**src/rtl/trap_pkg.sv**
```systemverilog
// trap_pkg: shared types, RV32I opcode constants and helpers for the trap monitor.
package trap_pkg;

    typedef enum logic [1:0] {
        NONE    = 2'd0,
        EBREAK  = 2'd1,
        ILLEGAL = 2'd2,
        WDOG    = 2'd3
    } halt_cause_e;

    typedef enum logic {
        RUN  = 1'b0,
        HALT = 1'b1
    } trap_state_e;

    localparam logic [6:0] OPC_LUI      = 7'b0110111;
    localparam logic [6:0] OPC_AUIPC    = 7'b0010111;
    localparam logic [6:0] OPC_JAL      = 7'b1101111;
    localparam logic [6:0] OPC_JALR     = 7'b1100111;
    localparam logic [6:0] OPC_BRANCH   = 7'b1100011;
    localparam logic [6:0] OPC_LOAD     = 7'b0000011;
    localparam logic [6:0] OPC_STORE    = 7'b0100011;
    localparam logic [6:0] OPC_OP_IMM   = 7'b0010011;
    localparam logic [6:0] OPC_OP       = 7'b0110011;
    localparam logic [6:0] OPC_MISC_MEM = 7'b0001111;
    localparam logic [6:0] OPC_SYSTEM   = 7'b1110011;

    localparam logic [31:0] EBREAK_INST = 32'h00100073;

    // True for any base RV32I major opcode; everything else is treated as illegal.
    function automatic logic is_legal_opcode(input logic [6:0] opc);
        logic legal;
        case (opc)
            OPC_LUI, OPC_AUIPC, OPC_JAL, OPC_JALR, OPC_BRANCH,
            OPC_LOAD, OPC_STORE, OPC_OP_IMM, OPC_OP,
            OPC_MISC_MEM, OPC_SYSTEM: legal = 1'b1;
            default:                  legal = 1'b0;
        endcase
        return legal;
    endfunction

endpackage

```
**src/rtl/trap_decode.sv**
```systemverilog
// trap_decode: classifies one commit lane as ebreak and/or illegal instruction.
module trap_decode
    import trap_pkg::*;
(
    input  logic        valid,
    input  logic [31:0] inst,
    output logic        is_ebreak,
    output logic        is_illegal
);

    // A lane only flags a trap when it actually retires; idle lanes carry stale words.
    always_comb begin
        is_ebreak  = 1'b0;
        is_illegal = 1'b0;
        if (valid) begin
            is_ebreak  = (inst == EBREAK_INST);
            is_illegal = !is_legal_opcode(inst[6:0]);
        end
    end

endmodule

```
**src/rtl/trap_monitor.sv**
```systemverilog
// trap_monitor: multi-lane commit-point trap monitor with halt latch, counters
// and a no-commit watchdog. Optional TRAP_FINISH_EN adds a simulation-only
// banner that ends the run when halt first rises.
module trap_monitor
    import trap_pkg::*;
#(
    parameter int XLEN        = 32,
    parameter int NCOMMIT     = 2,
    parameter int WDOG_CYCLES = 4096
)
(
    input  logic                    clk,
    input  logic                    rst,
    input  logic [NCOMMIT-1:0]      commit_valid,
    input  logic [NCOMMIT*XLEN-1:0] commit_pc,
    input  logic [NCOMMIT*32-1:0]   commit_inst,
    input  logic [XLEN-1:0]         a0,
    output logic                    halt,
    output logic                    good_trap,
    output logic [1:0]              halt_cause,
    output logic [XLEN-1:0]         halt_pc,
    output logic [31:0]             halt_inst,
    output logic [XLEN-1:0]         exit_code,
    output logic [63:0]             inst_count,
    output logic [63:0]             cycle_count
);

    localparam int WDOG_W = (WDOG_CYCLES > 1) ? $clog2(WDOG_CYCLES + 1) : 1;
    localparam int RET_W  = 3;
    localparam logic [WDOG_W-1:0] WDOG_LAST =
        (WDOG_CYCLES > 0) ? WDOG_W'(WDOG_CYCLES - 1) : '0;

    trap_state_e       state;
    trap_state_e       state_next;
    halt_cause_e       cause_q;

    logic [NCOMMIT-1:0] lane_ebreak;
    logic [NCOMMIT-1:0] lane_illegal;

    logic              any_valid;
    logic              trap_hit;
    logic              trap_ebreak;
    logic [XLEN-1:0]   trap_pc;
    logic [31:0]       trap_inst;
    logic [RET_W-1:0]  retire_cnt;
    logic [XLEN-1:0]   scan_last_pc;
    logic [XLEN-1:0]   last_pc;
    logic [WDOG_W-1:0] wdog_cnt;
    logic              wdog_expire;

    genvar g;
    generate
        for (g = 0; g < NCOMMIT; g++) begin : g_lane
            trap_decode u_decode (
                .valid      (commit_valid[g]),
                .inst       (commit_inst[g*32 +: 32]),
                .is_ebreak  (lane_ebreak[g]),
                .is_illegal (lane_illegal[g])
            );
        end
    endgenerate

    assign any_valid = |commit_valid;

    // Scan lanes from 0 upward: count retirements up to and including the first trap.
    always_comb begin
        trap_hit     = 1'b0;
        trap_ebreak  = 1'b0;
        trap_pc      = '0;
        trap_inst    = '0;
        retire_cnt   = '0;
        scan_last_pc = last_pc;
        for (int i = 0; i < NCOMMIT; i++) begin
            if (!trap_hit && commit_valid[i]) begin
                retire_cnt   = retire_cnt + RET_W'(1);
                scan_last_pc = commit_pc[i*XLEN +: XLEN];
                if (lane_ebreak[i] || lane_illegal[i]) begin
                    trap_hit    = 1'b1;
                    trap_ebreak = lane_ebreak[i];
                    trap_pc     = commit_pc[i*XLEN +: XLEN];
                    trap_inst   = commit_inst[i*32 +: 32];
                end
            end
        end
    end

    // The watchdog fires on the idle cycle that would make the count reach the limit.
    always_comb begin
        wdog_expire = 1'b0;
        if ((WDOG_CYCLES != 0) && !any_valid) begin
            wdog_expire = (wdog_cnt == WDOG_LAST);
        end
    end

    // Next-state: RUN leaves only on a trap or watchdog; HALT is left only by reset.
    always_comb begin
        state_next = state;
        case (state)
            RUN:     if (trap_hit || wdog_expire) state_next = HALT;
            HALT:    state_next = HALT;
            default: state_next = RUN;
        endcase
    end

    // State register.
    always_ff @(posedge clk) begin
        if (!rst) begin
            state <= RUN;
        end else begin
            state <= state_next;
        end
    end

    // Counters and watchdog advance only while running so they freeze at halt.
    always_ff @(posedge clk) begin
        if (!rst) begin
            inst_count  <= '0;
            cycle_count <= '0;
            last_pc     <= '0;
            wdog_cnt    <= '0;
        end else if (state == RUN) begin
            cycle_count <= cycle_count + 64'd1;
            inst_count  <= inst_count + 64'(retire_cnt);
            last_pc     <= scan_last_pc;
            if (any_valid) begin
                wdog_cnt <= '0;
            end else if (WDOG_CYCLES != 0) begin
                wdog_cnt <= wdog_cnt + WDOG_W'(1);
            end
        end
    end

    // Latch the first halt event; nothing is written again until reset.
    always_ff @(posedge clk) begin
        if (!rst) begin
            cause_q   <= NONE;
            good_trap <= 1'b0;
            halt_pc   <= '0;
            halt_inst <= '0;
            exit_code <= '0;
        end else if (state == RUN) begin
            if (trap_hit) begin
                cause_q   <= trap_ebreak ? EBREAK : ILLEGAL;
                good_trap <= trap_ebreak && (a0 == '0);
                halt_pc   <= trap_pc;
                halt_inst <= trap_inst;
                exit_code <= trap_ebreak ? a0 : '0;
            end else if (wdog_expire) begin
                cause_q   <= WDOG;
                good_trap <= 1'b0;
                halt_pc   <= last_pc;
                halt_inst <= '0;
                exit_code <= '0;
            end
        end
    end

    assign halt       = (state == HALT);
    assign halt_cause = cause_q;

`ifdef TRAP_FINISH_EN
    logic banner_done;

    // Print the halt banner once and end the simulation with a pass/fail status.
    always_ff @(posedge clk) begin
        if (!rst) begin
            banner_done <= 1'b0;
        end else if (halt && !banner_done) begin
            banner_done <= 1'b1;
            $display("%s TRAP: cause=%0d pc=%h inst=%h exit=%0d insts=%0d cycles=%0d",
                     good_trap ? "GOOD" : "BAD", halt_cause, halt_pc, halt_inst,
                     exit_code, inst_count, cycle_count);
            if (good_trap) $finish(0);
            else           $finish(1);
        end
    end
`else
    // Synthesizable build: the harness polls halt and reads the latched fields.
`endif

endmodule

```
**config.mk**
```make
export PLATFORM = sky130hd
export DESIGN_NAME = trap_monitor
export DESIGN_NICKNAME = d
export VERILOG_FILES = /design/src/rtl/trap_pkg.sv /design/src/rtl/trap_decode.sv /design/src/rtl/trap_monitor.sv
export SDC_FILE = /design/constraint.sdc
export NUM_CORES = 1
export LEC_CHECK = 0
export CAP_MARGIN = 20
export CORE_MARGIN = 2
export CORE_UTILIZATION = 44
export DETAILED_ROUTE_END_ITERATION = 12
export GPL_ROUTABILITY_DRIVEN = 0
export PLACE_DENSITY = 0.83
export SLEW_MARGIN = 15
export SYNTH_ARGS = -nofsm -noshare
export SYNTH_HDL_FRONTEND = slang
export SYNTH_SLANG_ARGS = --single-unit
```
**constraint.sdc**
```tcl
create_clock -name clk -period 4.5 [get_ports clk]
set_clock_uncertainty 0.15 [all_clocks]
set_input_delay 0.9 -clock clk [delete_from_list [all_inputs] [get_ports clk]]
set_output_delay 0.9 -clock clk [all_outputs]
set_load 0.01 [all_outputs]
```
==> results of run 1 <==
## worst max-delay path by stage
stage,endpoint,slack (ns),cells after the start
floorplan,inst_count[18],0.005,18
global placement,inst_count[18],-0.28,17
detailed placement,inst_count[22],-0.36,18
CTS,inst_count[22],0.10,18
global route,inst_count[22],0.01,18
finish,inst_count[22],0.12,18
## routing by layer
layer  routed length (um)  GRT usage [%]
met1                18640          34.30
met2                22080          46.35
met4                 1736          10.67
met3                 4435          7.379
met5                   27              0
## area by class of cell
type,count,share of cell area (%)
Clock buffer,48,4.827
Sequential cell,273,28.71
Inverter,32,0.6436
Multi-Input combinational cell,1215,39.17
Antenna cell,1,0.01313
Timing Repair Buffer,465,23.60
Tap cell,396,2.601
Clock inverter,6,0.4466
## power groups by stage
stage	registers (mW)	clock network [mW]	logic, mW
4_1_cts	2.58	2.55	0.870
6_report	2.58	2.51	0.878
5_1_grt	2.59	2.64	0.935
3_3_place_gp	2.62	0	0.852
2_1_floorplan	2.64	0	0.372
3_5_place_dp	2.63	0	0.865
## critical path, cell delays in order
cell             delay (ns)
clkdlybuf4s50_1        0.45
nor4_2                 0.31
buf_4                  0.16
nand4_1                0.08
or3_4                  0.39
and2_1                 0.17
nand3_1                0.14
inv_1                  0.07
nor2_1                 0.10
ha_1                   0.17
inv_1                  0.06
fa_2                   0.39
or4b_4                 0.58
nor3_4                 0.18
buf_4                  0.15
nand2_1                0.07
xor2_1                 0.20
nor2_1                 0.07
## cells by family after synthesis
family | after synthesis
AOI/OAI and AO/OA | 347
xor gates and xnor gates | 95
adders and majority gates | 5
buffers and inverters | 157
DFF | 273
muxes | 42
and+or+nand+nor | 726
## metrics by stage
step / cell area [um2] / power (mW) / setup TNS [ns] / setup slack (ns)
global route: 19050 / 6.168 / 0 / 0.01198
finish: 19050 / 5.962 / 0 / 0.1157
floorplan: 13500 / 3.015 / 0 / 0.005074
detailed placement: 18030 / 3.494 / -8.125 / -0.3628
CTS: 19040 / 5.997 / 0 / 0.1024
global placement: 18030 / 3.475 / -4.676 / -0.2792
## flip-flops by register name, indices dropped and copies added (netlist names)
signal       cells
inst_count      64
good_trap        1
halt_inst       32
cycle_count     64
last_pc         32
halt_cause       2
halt             1
exit_code       32
wdog_cnt        13
halt_pc         32
## synth_stat cells, types with 46 or more instances
cell,n
xnor2_1,61
o21ai_0,96
nand3_1,137
nand2_1,164
a21oi_1,71
o221ai_1,64
nand4_1,77
dfxtp_1,273
and3_1,46
clkbuf_1,111
nor2_1,121
nor4_1,48
## repair_timing
item | in CTS | in global routing
hold buffers | 0 | 0
buffers inserted | 0 | 0
gates resized for setup | 0 | 2
setup endpoints to repair | 0 | 6
==> impl_metrics.json, run 1 <==
{
  "die_x_um": 178.9,
  "clockPowerShare_pct": 42.0,
  "synth-warning-count": 0,
  "max_freq_mhz": 228.1,
  "cts_buffer_depth": 3,
  "htree_levels": 1,
  "synth_top_family_by_area": "simple AND/OR/NAND/NOR gates",
  "p_switching_mw": 1.533,
  "vias_per_cell": 5.988,
  "path_max_fanout": 5,
  "vias": 14590,
  "r2r-start": "cycle_count[0]",
  "r2r_slack_ns": 1.42,
  "p_per_area_nw_per_um2": 312.9,
  "netlist_area_um2": 13460,
  "cts_root_buf": "clkbuf_16",
  "yosysSeqAreaShare_pct": 40.59,
  "min_from": "exit_code[31]",
  "rsz0062_at_grt": "no",
  "io_buffer_count": 391,
  "synth_mux_area_share_pct": 3.122,
  "die_area_um2": 32020,
  "r2r-end": "cycle_count[54]",
  "grt_pass1_wl_um": 72620,
  "most-common-layout-cells": "390 x clkdlybuf4s50_1, 272 x dfxtp_1, 162 x nand2_1, 136 x nand3_1, 119 x nor2_1",
  "post-dp-hpwl_um": 32770,
  "yosysTopAreaCell": "dfxtp_1",
  "whs_ns": 0.3056,
  "synth_async_sr_flop_share_pct": 0,
  "layout-drive-gt1-share_pct": 7.258,
  "cp.required_ns": 4.76,
  "report.final.slew_viol_count": 0,
  "dp.cells": 2381,
  "critPathArrivalTime_ns": 4.65,
  "io_pins": 392,
  "hold_path_class": "flip-flop to flip-flop",
  "clk_pin_slew_ns": 0.06,
  "synthesis.nets": 1814,
  "start_kind": "primary input",
  "outcome": "completed",
  "synth-seq-cells": 273,
  "wire_per_inst_um": 19.26,
  "synth-simple-area-share_pct": 27.85,
  "fin_nets": 2187,
  "cts_tree": "yes",
  "syn_to_final_growth_pct": 41.50,
  "antenna_found_initial": 4,
  "initial_core_util_pct": 44.36,
  "synth_edf_count": 0,
  "postSynthAreaPerCell_um2": 8.185,
  "fin_util_pct": 62.78,
  "synth_top_area_share_pct": 40.59,
  "drtAntennaViolNets": 0,
  "whs_endpoint": "exit_code[31]",
  "yosys-top-cells-area": "dfxtp_1 41%, nand3_1 5.1%, nand2_1 4.6%",
  "cellLeakagePower_nw": 6.554,
  "final-seq-area_um2": 5469,
  "synth_compound_area_share_pct": 17.19,
  "multi_input_area_um2": 7462,
  "die-height_um": 178.9,
  "wirelength_um": 46910,
  "startpoint": "commit_inst[12]",
  "switching_share_pct": 25.70,
  "critPathKind": "primary input to flip-flop",
  "ys_types": 59,
  "synth_fa_ha_area_share_pct": 0.5204,
  "netlist_instances": 1645,
  "clk_latency_ns": 0.55,
  "rows": 64,
  "core_area_um2": 30350,
  "clock-sinks": 273,
  "grt-ovfl-total": 0,
  "layout_min_cycle_time_ns": 4.384,
  "vdd_drop_max_mv": 0.2710,
  "drc": 0,
  "setup-violations-final": 0,
  "worst_pin_slew_ns": 1.085,
  "power_frac_seq_pct": 43.2,
  "period_share_pct": 97.43,
  "cap_violations": 0,
  "final_common_cell": "clkdlybuf4s50_1",
  "grt_usage_pct": 27.83,
  "p_int_mw": 4.430,
  "grt_pass1_vias": 13870,
  "n_fill_cell": 2548,
  "grt_max_degree": 82,
  "synthXorXnorAreaFrac_pct": 6.180,
  "first_iter_violations": 1211,
  "comb_power_share_pct": 14.7,
  "hold_viol_final": 0,
  "maxSlewHeadroom_pct": 27.62,
  "synth-main-ff-cell": "dfxtp_1",
  "instances_no_fill": 2436,
  "reg2reg_depth": 7,
  "hold_depth": 2,
  "firstDrtPassIters": 5,
  "critPathCaptureType": "flip-flop",
  "cts_buffers": 31
}
Power figures use the tool's default switching activity.
==> run 2, diff against run 1 <==
--- a/config.mk
+++ b/config.mk
@@ -8,6 +8,7 @@
 export CAP_MARGIN = 20
 export CORE_MARGIN = 2
 export CORE_UTILIZATION = 44
+export CTS_BUF_LIST = sky130_fd_sc_hd__clkbuf_8 sky130_fd_sc_hd__clkbuf_16
 export DETAILED_ROUTE_END_ITERATION = 12
 export GPL_ROUTABILITY_DRIVEN = 0
 export PLACE_DENSITY = 0.83
==> run 2 against run 1 <==
Against the previous run:
- combinational power hardly changed
- flip-flop and latch count stayed put
- core utilization stayed put
- highest routed layer unchanged
==> impl_metrics.json, run 2 (synthesis gave the netlist of run 1 again) <==
{
  "outcome": "completed",
  "cp.required_ns": 4.76,
  "grt_max_degree": 82,
  "drc": 0,
  "path_max_fanout": 5,
  "n_fill_cell": 2548,
  "cellLeakagePower_nw": 6.591,
  "critical-path-slowest-cell": "or4b_4",
  "antenna_found_initial": 4,
  "start_kind": "primary input",
  "layout_min_cycle_time_ns": 4.379,
  "whs_ns": 0.3076,
  "critPathArrivalTime_ns": 4.64,
  "whs_endpoint": "exit_code[31]",
  "die-height_um": 178.9,
  "grt_pass1_wl_um": 72640,
  "r2r_slack_ns": 1.42,
  "critPathKind": "primary input to flip-flop",
  "report.final.slew_viol_count": 0,
  "top_regs": "cycle_count x64, inst_count x64",
  "cts_tree": "yes",
  "setup-violations-final": 0,
  "fin_area_um2": 19050,
  "most-common-layout-cells": "390 x clkdlybuf4s50_1, 272 x dfxtp_1, 162 x nand2_1, 136 x nand3_1, 119 x nor2_1",
  "grt_usage_pct": 27.84,
  "cap_violations": 0,
  "hold_path_class": "flip-flop to flip-flop",
  "syn_to_final_growth_pct": 41.50,
  "grt-ovfl-total": 0,
  "fin_util_pct": 62.78,
  "reg2reg_depth": 7,
  "cts_buffers": 31,
  "vias_per_cell": 5.981,
  "io_buffer_count": 391,
  "clk_latency_ns": 0.55,
  "wirelength_um": 46910,
  "cts_root_buf": "clkbuf_16",
  "placed_cell_area_um2": 18030,
  "grt_pass1_vias": 13870,
  "period_share_pct": 97.31,
  "clock-sinks": 273,
  "post-dp-hpwl_um": 32770,
  "core_area_um2": 30350,
  "die_x_um": 178.9,
  "vias": 14570,
  "hold_viol_final": 0,
  "clk_pin_slew_ns": 0.06,
  "wire_per_inst_um": 19.26,
  "instances_no_fill": 2436,
  "p_per_area_nw_per_um2": 311.9,
  "critPathMaxStageDelay_ns": 0.58,
  "htree_levels": 1,
  "r2r-start": "cycle_count[0]",
  "drtAntennaViolNets": 0,
  "fin_nets": 2187,
  "max_freq_mhz": 228.4,
  "r2r-end": "cycle_count[54]",
  "min_from": "exit_code[31]",
  "p_total_mw": 5.943,
  "die_area_um2": 32020,
  "initial_core_util_pct": 44.36,
  "vdd_drop_max_mv": 0.2724,
  "critPathCaptureType": "flip-flop",
  "cts_buffer_depth": 3,
  "io_pins": 392,
  "hold_depth": 2,
  "firstDrtPassIters": 7,
  "path_cells": "clkdlybuf4s50_1 -> nor4_2 -> buf_4 -> nand4_1 -> or3_4 -> and2_1 -> nand3_1 -> inv_1 -> nor2_1 -> ha_1 -> inv_1 -> fa_2 -> or4b_4 -> nor3_4 -> buf_4 -> nand2_1 -> xor2_1 -> nor2_1",
  "rsz0062_at_grt": "no",
  "rows": 64,
  "maxSlewHeadroom_pct": 28.94,
  "first_iter_violations": 1197,
  "final_common_cell": "clkdlybuf4s50_1",
  "dp.cells": 2381,
  "worst_pin_slew_ns": 1.065,
  "critical_path_buf_inv_count": 5,
  "crit_family": "simple AND/OR/NAND/NOR gates",
  "layout-drive-gt1-share_pct": 7.258
}
-- run 2: changes by cell type in the layout (fill, tap and decap cells not counted), sizes merged --
| cell | previous run | this run |
|---|---|---|
| clkbuf | 48 | 39 |
| inv | 32 | 41 |
-- run 2: layer usage --
layer | GRT usage, % | routed length, um | share of wire (%)
met2 | 46.31 | 22030 | 47
met4 | 10.67 | 1759 | 3.7
met5 | 0 | 27 | 0.058
met3 | 7.379 | 4611 | 9.8
met1 | 34.34 | 18470 | 39
-- run 2: worst max path at each step --
stage,from,to,slack [ns],cells after the start
floorplan,commit_inst[23],inst_count[18],0.005,18
global placement,commit_inst[12],inst_count[18],-0.28,17
detailed placement,commit_inst[12],inst_count[22],-0.36,18
CTS,commit_inst[12],inst_count[22],0.10,18
global route,commit_inst[12],inst_count[22],0.01,18
finish,commit_inst[12],inst_count[22],0.12,18
-- run 2: final cells by class --
class	instances	area (um2)	area share [%]
Timing Repair Buffer	465	4496	23.60
Multi-Input combinational cell	1215	7462	39.17
Tap cell	396	495.5	2.601
Sequential cell	273	5469	28.71
Antenna cell	1	2.502	0.01313
Clock inverter	15	118.9	0.6239
Clock buffer	39	885.9	4.650
Inverter	32	122.6	0.6436
-- run 2: worst register-to-register path, cell delays in order (launching register included) --
cell,delay (ns)
dfxtp_1,0.48
ha_1,0.22
nand4b_1,0.20
nor2_1,0.47
nand3_1,0.36
or3_4,0.54
or4_1,0.42
a21oi_1,0.16
-- run 2: what timing repair did --
| action | in CTS | in global routing |
|---|---|---|
| setup endpoints to repair | 0 | 6 |
| hold buffers | 0 | 0 |
| setup buffers | 0 | 0 |
| resized for setup | 0 | 2 |
-- run 2: through the flow --
| step | TNS [ns] | worst slack [ns] |
|---|---|---|
| floorplan | 0 | 0.005074 |
| finish | 0 | 0.1209 |
| global placement | -4.676 | -0.2792 |
| detailed placement | -8.125 | -0.3628 |
| CTS | 0 | 0.1024 |
| global route | 0 | 0.01198 |
-- run 2: power breakdown --
group | total [mW] | switching [mW] | internal [mW]
clock | 2.49 | 1.01 | 1.48
combinational | 0.878 | 0.461 | 0.417
sequential | 2.58 | 0.0676 | 2.51
